### config.mk
export PLATFORM = sky130hd
export DESIGN_NAME = imm_ctrl
export DESIGN_NICKNAME = d
export VERILOG_FILES = /design/src/rtl/imm_ctrl_pkg.sv /design/src/rtl/imm_fmt_decode.sv /design/src/rtl/imm_ctrl.sv
export SDC_FILE = /design/constraint.sdc
export NUM_CORES = 1
export LEC_CHECK = 0
export ABC_AREA = 1
export BUFFER_PORTS_ARGS = -buffer_cell sky130_fd_sc_hd__buf_2
export CORE_ASPECT_RATIO = 1.25
export CORE_MARGIN = 3
export CORE_UTILIZATION = 43
export CTS_CLUSTER_DIAMETER = 80
export DETAILED_ROUTE_END_ITERATION = 8
export PLACE_DENSITY = 0.87
export SETUP_SLACK_MARGIN = 0.05
export SLEW_MARGIN = 25
export SYNTH_ARGS = -nofsm -noshare
export SYNTH_HDL_FRONTEND = slang
export SYNTH_SLANG_ARGS = --single-unit
### constraint.sdc
create_clock -name clk -period 3.7 [get_ports clk]
set_input_delay 0.555 -clock clk [delete_from_list [all_inputs] [get_ports clk]]
set_output_delay 0.555 -clock clk [all_outputs]
set_load 0.01 [all_outputs]
### src/rtl/imm_ctrl_pkg.sv
// Shared types and constants for the immediate-generation controller.
// Optional JAL/UJ support is enabled by defining IMM_UJ_EN.
package imm_ctrl_pkg;

    typedef enum logic [2:0] {
        FMT_I   = 3'd0,
        FMT_S   = 3'd1,
        FMT_SB  = 3'd2,
        FMT_U   = 3'd3,
        FMT_R   = 3'd4,
        FMT_UJ  = 3'd5,
        FMT_ILL = 3'd7
    } fmt_e;

    typedef enum logic [1:0] {
        IDLE = 2'd0,
        EXT  = 2'd1,
        OUT  = 2'd2
    } state_e;

    localparam logic [6:0] OP_LOAD   = 7'b0000011;
    localparam logic [6:0] OP_IMM    = 7'b0010011;
    localparam logic [6:0] OP_JALR   = 7'b1100111;
    localparam logic [6:0] OP_SYSTEM = 7'b1110011;
    localparam logic [6:0] OP_STORE  = 7'b0100011;
    localparam logic [6:0] OP_BRANCH = 7'b1100011;
    localparam logic [6:0] OP_LUI    = 7'b0110111;
    localparam logic [6:0] OP_AUIPC  = 7'b0010111;
    localparam logic [6:0] OP_REG    = 7'b0110011;
    localparam logic [6:0] OP_JAL    = 7'b1101111;

    localparam logic [3:0] SEL_I  = 4'd0;
    localparam logic [3:0] SEL_S  = 4'd1;
    localparam logic [3:0] SEL_SB = 4'd2;
    localparam logic [3:0] SEL_U  = 4'd3;

    // True for formats whose immediate comes from the external extender.
    function automatic logic uses_extender(fmt_e fmt);
        return (fmt == FMT_I) || (fmt == FMT_S) || (fmt == FMT_SB) || (fmt == FMT_U);
    endfunction

endpackage

### src/rtl/imm_fmt_decode.sv
// Combinational opcode decoder: opcode -> immediate format, extender select, illegal flag.
// JAL decodes as UJ only when IMM_UJ_EN is defined.
module imm_fmt_decode
    import imm_ctrl_pkg::*;
(
    input  logic [6:0] opcode,
    output fmt_e       fmt,
    output logic [3:0] sel,
    output logic       illegal
);

    always_comb begin
        fmt     = FMT_ILL;
        sel     = SEL_I;
        illegal = 1'b0;
        case (opcode)
            OP_LOAD, OP_IMM, OP_JALR, OP_SYSTEM: begin
                fmt = FMT_I;
                sel = SEL_I;
            end
            OP_STORE: begin
                fmt = FMT_S;
                sel = SEL_S;
            end
            OP_BRANCH: begin
                fmt = FMT_SB;
                sel = SEL_SB;
            end
            OP_LUI, OP_AUIPC: begin
                fmt = FMT_U;
                sel = SEL_U;
            end
            OP_REG: begin
                fmt = FMT_R;
            end
`ifdef IMM_UJ_EN
            OP_JAL: begin
                fmt = FMT_UJ;
            end
`else
            OP_JAL: begin
                fmt     = FMT_ILL;
                illegal = 1'b1;
            end
`endif
            default: begin
                fmt     = FMT_ILL;
                illegal = 1'b1;
            end
        endcase
    end

endmodule

### src/rtl/imm_ctrl.sv
// Immediate-generation controller: accepts an instruction, drives an external extender
// for one cycle, then holds the captured immediate until handoff. IMM_UJ_EN adds JAL/UJ.
module imm_ctrl
    import imm_ctrl_pkg::*;
(
    input  logic        clk,
    input  logic        reset,
    input  logic        instr_valid,
    output logic        instr_ready,
    input  logic [31:0] instr,
    output logic [31:0] ext_instr,
    output logic [3:0]  ext_sel,
    input  logic [63:0] ext_imm,
    output logic        imm_valid,
    input  logic        imm_ready,
    output logic [63:0] imm,
    output logic [2:0]  imm_fmt,
    output logic        illegal,
    output logic [15:0] illegal_cnt
);

    state_e     state, next_state;
    fmt_e       fmt_q;
    fmt_e       dec_fmt;
    logic [3:0] dec_sel;
    logic       dec_illegal;
    logic       accept;

    imm_fmt_decode u_decode (
        .opcode  (instr[6:0]),
        .fmt     (dec_fmt),
        .sel     (dec_sel),
        .illegal (dec_illegal)
    );

`ifdef IMM_UJ_EN
    logic [63:0] uj_imm;
    assign uj_imm = {{43{ext_instr[31]}}, ext_instr[31], ext_instr[19:12],
                     ext_instr[20], ext_instr[30:21], 1'b0};
`endif

    always_comb begin
        next_state  = state;
        instr_ready = 1'b0;
        imm_valid   = 1'b0;
        case (state)
            IDLE: begin
                instr_ready = 1'b1;
            end
            EXT: begin
                next_state = OUT;
            end
            OUT: begin
                imm_valid   = 1'b1;
                instr_ready = imm_ready;
            end
            default: begin
                next_state = IDLE;
            end
        endcase
        accept = instr_valid && instr_ready;
        // A handoff in OUT either chains straight into the next accept or drops to IDLE.
        if (accept) begin
            next_state = EXT;
        end else if (state == OUT && imm_ready) begin
            next_state = IDLE;
        end
    end

    always_ff @(posedge clk or posedge reset) begin
        if (reset) begin
            state <= IDLE;
        end else begin
            state <= next_state;
        end
    end

    always_ff @(posedge clk or posedge reset) begin
        if (reset) begin
            ext_instr   <= '0;
            ext_sel     <= '0;
            fmt_q       <= FMT_I;
            imm         <= '0;
            imm_fmt     <= '0;
            illegal     <= 1'b0;
            illegal_cnt <= '0;
        end else begin
            if (accept) begin
                ext_instr <= instr;
                fmt_q     <= dec_fmt;
                if (uses_extender(dec_fmt)) begin
                    ext_sel <= dec_sel;
                end
                if (dec_illegal && illegal_cnt != '1) begin
                    illegal_cnt <= illegal_cnt + 16'd1;
                end
            end
            if (state == EXT) begin
                imm_fmt <= fmt_q;
                illegal <= (fmt_q == FMT_ILL);
                if (uses_extender(fmt_q)) begin
                    imm <= ext_imm;
`ifdef IMM_UJ_EN
                end else if (fmt_q == FMT_UJ) begin
                    imm <= uj_imm;
`endif
                end else begin
                    imm <= '0;
                end
            end
        end
    end

endmodule
==> reports/results.ini, run 1 <==
[status]
status = finished, final reports clean

[detailed_routing]
detail-route-antenna-nets = 0
vias_per_cell = 5.03
vias = 4517
first_pass_iters = 4
first_iter_violations = 169
drc_errors = 0
routed_wl_um = 13600
wl_per_cell_um = 15.2

[setup_path]
rrSetupSlack_ns = 1.71
slowest_delay_ns = 0.59
cpMaxStageDelayCell = inv_2
crit_top_cell = nand2_1
cp-start-kind = register
endpoint_kind = register
critPathTopFamily = simple AND/OR/NAND/NOR gates
r2r_cells = 8
crit_buf_inv = 2
path_cells = inv_2 -> nor2_1 -> nor2_2 -> nand2_1 -> inv_2 -> nand4_4 -> nand2_1 -> nand2_1
crit_type = reg2reg
crit_fanout = 49
cp.required_ns = 3.98
r2r_start = state[1]$_DFFE_PP0P_
cp.arrival_ns = 2.26
timing.rr.end = illegal_cnt[1]$_DFFE_PP0P_

[synth]
yosysTopAreaCell = dfrtp_1
synthesis.area_mm2 = 0.00510
ys_types = 28
yosys.area.top_type_share_pct = 60.3
syn_inst = 510
ys.warnings.count = 0
ys_top_cells_by_area = dfrtp_1, nand2_1, a22o_1
synth_area_per_cell_um2 = 10.0
ys_seq_area_share_pct = 60.3
synth-seq-cells = 123

[placement]
portBuffers = 219
dp_hpwl_um = 9660
place_congestion = 0.822
dp_slack_ns = 1.55

[layout]
multi_input_area_mm2 = 0.00181
antennaDiodeCount = 0
drive_gt1_share_pct = 37.5
syn2layout_area_growth_pct = 35.9
ff_latch_area_mm2 = 0.00308
fillers = 945
finalNetCount = 829

[clock_network]
cts_buffer_depth = 2
root_buffer = clkbuf_16
numCtsBuffers = 17
cts_tree = done
cts.clk_slew.worst_paths_ns = 0.06
clock_latency_ns = 0.41
cts_sinks = 123
cts_max_level = 4
holdBufCountCts = 0
ctsResizeCount = 0
cts_setup_buffers = 0

[global_route]
grt_pass1_wl_um = 20800
grt_overflow = 0
antenna_found_initial = 0
grt_max_degree = 71
grt_use_total_pct = 20.2
grt_pass1_vias = 4263

[die]
die_y_um = 128
coreArea_mm2 = 0.0114
die_w_um = 103
initial_core_util_pct = 44.9
io_pins = 222
design.die.area_mm2 = 0.0132
fp-row-count = 43

[hold_path]
worstHoldPathType = in2async

[timing]
drv_slew = 0
hold_viol = 0
max_slew_margin_pct = 45.5
clock_skew_ns = 0.0160
worst_slew_pin_slew_ns = 0.816
fin_ws_ns = 1.71
fin_crit_sh_pct = 53.7
setup_tns_ns = 0
period_minus_slack_ns = 1.99
rsz0062_at_grt = false
fmax_mhz = 504
setup_viol = 0

[job]
cap_violations = 0

[power_and_ir_drop]
p_leak_nw = 3.89
vdd_ir_drop_max_mv = 0.382
power_density_mw_per_mm2 = 584

-- cell usage after synthesis (all sizes together) --
cell    instances
dfrtp         123
o21ai          13
and2            1
xor2            5
ha              1
conb            1
nand3          14
a22o           64
xnor2           2
a22oi           1
buf            16
nand2         177
nor3            1
nor2           30
nand4          24
clkbuf         12
or2             1
inv            24
-- how the worst max path moves through the flow --
stage,start,endpoint,slack [ns],cells after the start
4_1_cts,state[1]$_DFFE_PP0P_,illegal_cnt[1]$_DFFE_PP0P_,1.74,8
3_5_place_dp,imm_ready,illegal_cnt[1]$_DFFE_PP0P_,1.55,8
5_1_grt,state[1]$_DFFE_PP0P_,illegal_cnt[7]$_DFFE_PP0P_,1.54,8
3_3_place_gp,imm_ready,illegal_cnt[12]$_DFFE_PP0P_,1.61,8
6_report,state[1]$_DFFE_PP0P_,illegal_cnt[1]$_DFFE_PP0P_,1.71,8
2_1_floorplan,reset,ext_instr[0]$_DFFE_PP0P_,1.63,1
-- state kept, by name (all words and copies together) (netlist names) --
name	count
fmt_q	3
state	2
ext_sel	2
illegal_cnt	16
imm	64
illegal	1
ext_instr	32
imm_fmt	3
-- per-layer routing --
layer	GRT usage (%)	up-vias	wire length (um)
li1	-	2157	-
met1	24.6	2145	5440
met2	32.2	189	6460
met3	6.91	26	1370
met4	8.84	0	353
met5	0	-	0
-- kinds of logic after synthesis --
family                     share of synthesized area (%)
AOI/OAI and AO/OA                                   12.5
xor gates and xnor gates                            1.20
adders and majority gates                          0.245
buffers and inverters                               4.49
DFF                                                 60.3
other                                             0.0735
and+or+nand+nor                                     21.2
-- cell usage in the layout, fill, tap and decap left out, types with 2 or more instances in the layout --
master and instances:
a22o_1 64, buf_12 2, buf_2 219, buf_4 4, bufinv_16 2, clkbuf_1 2
clkbuf_16 17, clkinv_2 6, clkinvlp_4 6, conb_1 2, dfrtp_1 123, inv_1 17
inv_2 6, nand2_1 174, nand2_2 3, nand3_1 12, nand4_1 23, nor2_1 24
nor2_2 3, nor2_4 3, o21ai_0 12, xnor2_1 2, xor2_1 5
-- through the flow --
stage                     power [mW]  instances  hold WS [ns]  util [%]  area, um^2
after floorplan                 2.13        511         0.453         -        5110
after global placement          2.48        864         0.456      55.7        6320
after detailed placement        2.51        865         0.459      55.9        6350
after CTS                       4.09        897         0.330      60.9        6910
after global routing            4.26        898         0.156      61.0        6930
final                           4.05        898         0.143      61.0        6930
-- final cells by class --
type / count / area share (%)
sequential: 123 / 44.4
multi-input combinational: 336 / 26.1
timing repair buffer: 226 / 17.2
clock buffer: 19 / 6.25
tap: 157 / 2.83
clock inverter: 13 / 1.84
inverter: 24 / 1.35
-- power breakdown --
group / switching [mW] / internal (mW)
logic: 0.464 / 0.326
registers: 0.136 / 1.55
clock network: 0.586 / 0.982
Note: power is estimated with default switching activity, not from simulation.
==> run 2, diff against run 1 <==
--- a/config.mk
+++ b/config.mk
@@ -9,7 +9,7 @@
 export BUFFER_PORTS_ARGS = -buffer_cell sky130_fd_sc_hd__buf_2
 export CORE_ASPECT_RATIO = 1.25
 export CORE_MARGIN = 3
-export CORE_UTILIZATION = 43
+export CORE_UTILIZATION = 45
 export CTS_CLUSTER_DIAMETER = 80
 export DETAILED_ROUTE_END_ITERATION = 8
 export PLACE_DENSITY = 0.87
==> constraint.sdc (replaced) <==
create_clock -name clk -period 1.9 [get_ports clk]
set_input_delay 0.285 -clock clk [delete_from_list [all_inputs] [get_ports clk]]
set_output_delay 0.285 -clock clk [all_outputs]
set_load 0.01 [all_outputs]
==> reports/results.ini, run 2 (same netlist as run 1, synthesis figures left out) <==
[layout]
top_register = imm
final_area_mm2 = 0.00704
utilization_pct = 65.0
multi_input_area_mm2 = 0.00182
largest_register_ff_count = 64
final_common_cell = buf_2
final_cell_mix = buf_2, nand2_1, dfrtp_1, a22o_1, nor2_1
fillers = 833
antennaDiodeCount = 0
drive_gt1_share_pct = 38.0
top_regs = imm: 64 flops, ext_instr: 32 flops, illegal_cnt: 16 flops
finalNetCount = 832
syn2layout_area_growth_pct = 37.9
ff_latch_area_mm2 = 0.00308

[timing]
period_minus_slack_ns = 1.77
setup_tns_ns = 0
hold_viol = 0
hold_ws_ns = 0.0319
clock_skew_ns = 0.0102
fin_crit_sh_pct = 92.9
rsz0062_at_grt = false
drv_slew = 0
setup_viol = 0
fmax_mhz = 566

[clock_network]
cts_max_level = 4
holdBufCountCts = 0
cts.clk_slew.worst_paths_ns = 0.06
numCtsBuffers = 17
root_buffer = clkbuf_16
cts_buffer_depth = 2
cts_tree = done
cts_sinks = 123
clock_latency_ns = 0.40

[setup_path]
slowest_delay_ns = 0.41
rrSetupSlack_ns = 0.13
cp.arrival_ns = 2.10
cp-start-kind = register
critPathTopFamily = simple AND/OR/NAND/NOR gates
r2r_cells = 7
path_cells = ha_1 -> nand2_1 -> nor2_1 -> nand2_1 -> xnor2_1 -> nand4_1 -> nand2_1
cp.required_ns = 2.23
timing.rr.end = illegal_cnt[8]$_DFFE_PP0P_
crit_top_cell = nand2_1
cpMaxStageDelayCell = dfrtp_1
endpoint_kind = register
crit_buf_inv = 0
r2r_start = illegal_cnt[0]$_DFFE_PP0P_
crit_fanout = 5
crit_type = reg2reg

[detailed_routing]
first_pass_iters = 6
wl_per_cell_um = 15.9
met1_length_um = 5400
detail-route-antenna-nets = 0
wl_met2_um = 6830
wl_met3_um = 1400
drc_errors = 0
routed_wl_um = 13900
vias_per_cell = 5.25
first_iter_violations = 190
top_layer = met5
vias = 4602

[power_and_ir_drop]
p_comb_share_pct = 18.3
switchingPower_mw = 2.36
p_total_mw = 8.49
p_leak_nw = 3.97
power_density_mw_per_mm2 = 1210
vdd_ir_drop_max_mv = 0.613
sequentialPowerShare_pct = 38.8
power_frac_clock_pct = 42.8
sw_frac_of_total_pct = 27.8
p_int_mw = 6.13

[die]
design.die.area_mm2 = 0.0127
io_pins = 222
die_y_um = 125
die_w_um = 101
initial_core_util_pct = 47.1
fp-row-count = 42
coreArea_mm2 = 0.0108

[job]
cap_violations = 0

[global_route]
grt_pass1_vias = 4495
antenna_found_initial = 1
grt_max_degree = 88
grt_pass1_wl_um = 21600
grt_overflow = 0
grt_use_total_pct = 21.4

[placement]
place_area_mm2 = 0.00635
portBuffers = 219
place_congestion = 0.830
dp_hpwl_um = 9730

[status]
status = finished, final reports clean

[hold_path]
worstHoldPathType = in2async

## run 2: changes by cell type in the layout (fill, tap and decap cells not counted)
| cell | previous run | this run |
|---|---|---|
| clkinv_2 | 6 | 0 |
| clkinv_4 | 0 | 4 |
| clkinvlp_4 | 6 | 2 |
| bufinv_16 | 2 | 5 |
| clkbuf_8 | 0 | 3 |
| buf_4 | 4 | 6 |
| clkbuf_1 | 2 | 0 |
| inv_6 | 0 | 2 |
| buf_12 | 2 | 3 |
| buf_16 | 1 | 0 |
| nand4_2 | 0 | 1 |
## run 2: worst register-to-register path, cell delays in order, from the launching register on
cell and delay (ns):
dfrtp_1 0.41, ha_1 0.25, nand2_1 0.13, nor2_1 0.29, nand2_1 0.11, xnor2_1 0.22
nand4_1 0.18, nand2_1 0.11
## run 2: metal layers
layer	up-vias	GRT usage, %
met3	27	7.80
met1	2177	25.6
met4	2	7.98
met5	-	0
met2	228	34.9
li1	2168	-
## run 2: worst max-delay path by stage
stage	startpoint	to	depth (start not counted)
after floorplan	reset	ext_instr[0]$_DFFE_PP0P_	1
after global placement	illegal_cnt[0]$_DFFE_PP0P_	illegal_cnt[1]$_DFFE_PP0P_	7
after detailed placement	illegal_cnt[1]$_DFFE_PP0P_	illegal_cnt[12]$_DFFE_PP0P_	7
final	illegal_cnt[0]$_DFFE_PP0P_	illegal_cnt[8]$_DFFE_PP0P_	7
after global routing	illegal_cnt[0]$_DFFE_PP0P_	illegal_cnt[0]$_DFFE_PP0P_	7
after CTS	illegal_cnt[1]$_DFFE_PP0P_	illegal_cnt[12]$_DFFE_PP0P_	7
## run 2: layout make-up
| type | count | share of cell area (%) |
|---|---|---|
| inverters | 24 | 1.33 |
| well taps | 132 | 2.35 |
| multi-input cells | 337 | 25.9 |
| clock inverters | 12 | 2.99 |
| repair buffers | 228 | 17.1 |
| flip-flops and latches | 123 | 43.7 |
| clock buffers | 20 | 6.63 |
## run 2: power by group through the flow
stage	registers [mW]	clock network, mW	logic [mW]
after floorplan	3.50	0	0.655
after global placement	3.31	0	1.53
after detailed placement	3.34	0	1.56
after CTS	3.30	3.70	1.58
after global routing	3.35	3.83	1.72
final	3.30	3.64	1.56
## run 2: what timing repair did
action / CTS / global route
resized for setup: 0 / 0
setup buffers: 0 / 0
endpoints found under the setup margin: 0 / 6
## run 2: through the flow
stage	worst slack, ns	cells
finish	0.135	876
global route	0.0637	876
CTS	0.160	875
detailed placement	0.177	843
global placement	0.259	843
floorplan	0.104	511
==> run 3, diff against run 2 <==
--- a/config.mk
+++ b/config.mk
@@ -13,6 +13,7 @@
 export CTS_CLUSTER_DIAMETER = 80
 export DETAILED_ROUTE_END_ITERATION = 8
 export PLACE_DENSITY = 0.87
+export REMOVE_ABC_BUFFERS = 1
 export SETUP_SLACK_MARGIN = 0.05
 export SLEW_MARGIN = 25
 export SYNTH_ARGS = -nofsm -noshare
==> reports/results.ini, run 3 (same netlist as run 1, synthesis figures left out) <==
[clock_network]
root_buffer = clkbuf_16
clock_latency_ns = 0.40
numCtsBuffers = 17
cts_setup_buffers = 0
cts_sinks = 123
cts_max_level = 4
cts_buffer_depth = 2
cts.clk_slew.worst_paths_ns = 0.06
cts_tree = done

[detailed_routing]
vias = 4595
wl_per_cell_um = 16.9
drc_errors = 0
vias_per_cell = 5.23
first_iter_violations = 211
first_pass_iters = 4
detail-route-antenna-nets = 0
routed_wl_um = 14800

[die]
die_w_um = 101
die_y_um = 125
initial_core_util_pct = 47.1
fp-row-count = 42
io_pins = 222
coreArea_mm2 = 0.0108
design.die.area_mm2 = 0.0127

[layout]
finalNetCount = 835
utilization_pct = 64.8
layout.cells.non_filler = 879
final_common_cell = buf_2
antennaDiodeCount = 0
syn2layout_area_growth_pct = 37.6
fillers = 889
final_cell_mix = buf_2, nand2_1, dfrtp_1, a22o_1, nor2_1
largest_register_ff_count = 64
top_register = imm
drive_gt1_share_pct = 37.9
top_regs = imm: 64 flops, ext_instr: 32 flops, illegal_cnt: 16 flops

[placement]
place_congestion = 0.881
portBuffers = 219
post-place-cells = 845
dp_hpwl_um = 10600

[setup_path]
r2r_cells = 7
r2r_start = illegal_cnt[1]$_DFFE_PP0P_
slowest_delay_ns = 0.41
crit_buf_inv = 0
cp.depth = 7
crit_fanout = 18
rrSetupSlack_ns = 0.18
cp-start-kind = register
path_cells = ha_1 -> nand2_1 -> nor2_4 -> nand3_4 -> nand4_4 -> nand2_1 -> nand2_1
endpoint_kind = register
cp.arrival_ns = 2.05
timing.rr.end = illegal_cnt[8]$_DFFE_PP0P_
startpoint = illegal_cnt[1]$_DFFE_PP0P_
cp.required_ns = 2.24
cpMaxStageDelayCell = dfrtp_1
critPathTopFamily = simple AND/OR/NAND/NOR gates
crit_type = reg2reg
crit_top_cell = nand2_1

[hold_path]
min_from = instr[8]
hold_end = ext_instr[8]$_DFFE_PP0P_
holdPathStages = 3
worstHoldPathType = in2reg

[power_and_ir_drop]
p_leak_nw = 3.96
p_total_mw = 8.28
power_density_mw_per_mm2 = 1180
vdd_ir_drop_max_mv = 0.609

[global_route]
grt_use_total_pct = 23.3
grt_pass1_wl_um = 23400
grt_max_degree = 66
grt_pass1_vias = 4636
antenna_found_initial = 0
grt_overflow = 0

[timing]
hold_ws_ns = 0.0770
clock_skew_ns = 0.00700
setup_tns_ns = 0
drv_slew = 0
fin_crit_sh_pct = 90.4
rsz0062_at_grt = true
setup_viol = 0
period_minus_slack_ns = 1.72
hold_viol = 0
fmax_mhz = 582

[status]
status = finished, final reports clean

[job]
cap_violations = 0

## run 3: how the worst max path moves through the flow
stage	to
after detailed placement	illegal_cnt[8]$_DFFE_PP0P_
after CTS	illegal_cnt[8]$_DFFE_PP0P_
after global routing	illegal_cnt[12]$_DFFE_PP0P_
after global placement	illegal_cnt[1]$_DFFE_PP0P_
after floorplan	imm[0]$_DFFE_PP0N_
final	illegal_cnt[8]$_DFFE_PP0P_
## run 3: per-stage QoR
| stage | worst slack, ns | instance area, um^2 |
|---|---|---|
| 6_report | 0.182 | 7020 |
| 5_1_grt | 0.0417 | 7020 |
| 4_1_cts | 0.150 | 7000 |
| 3_5_place_dp | 0.165 | 6360 |
| 3_3_place_gp | 0.249 | 6360 |
| 2_1_floorplan | -2.16 | 4970 |
## run 3: metal layers
| layer | track usage [%] | wire, um | part of all wire, % |
|---|---|---|---|
| met5 | 0 | 0 | 0 |
| met1 | 28.0 | 5860 | 40 |
| met4 | 5.16 | 182 | 1.2 |
| met2 | 39.3 | 7300 | 49 |
| met3 | 9.19 | 1470 | 9.9 |
## run 3: tightest hold or removal path, cell delays in order
cell     delay (ns)
buf_2          0.07
nand2_1        0.04
nand2_1        0.04
## run 3: what timing repair did
| action | 4_1_cts | 5_1_grt |
|---|---|---|
| setup endpoints to repair | 0 | 11 |
| hold endpoints to repair | 29 | 0 |
| resized for setup | 0 | 1 |
| hold buffers | 1 | 0 |
## run 3: cell type report
| cell class | count | area (um^2) | share of cell area (%) |
|---|---|---|---|
| sequential | 123 | 3080 | 43.9 |
| clock buffer | 21 | 460 | 6.56 |
| multi-input combinational | 337 | 1830 | 26.1 |
| tap | 132 | 165 | 2.35 |
| timing repair buffer | 231 | 1230 | 17.5 |
| inverter | 24 | 92.6 | 1.32 |
| clock inverter | 11 | 166 | 2.37 |
## run 3: power breakdown
group	total (mW)	switching (mW)	leakage [nW]	internal (mW)
logic	1.57	0.926	2.03	0.648
clock network	3.39	1.13	0.299	2.26
registers	3.31	0.282	1.63	3.03
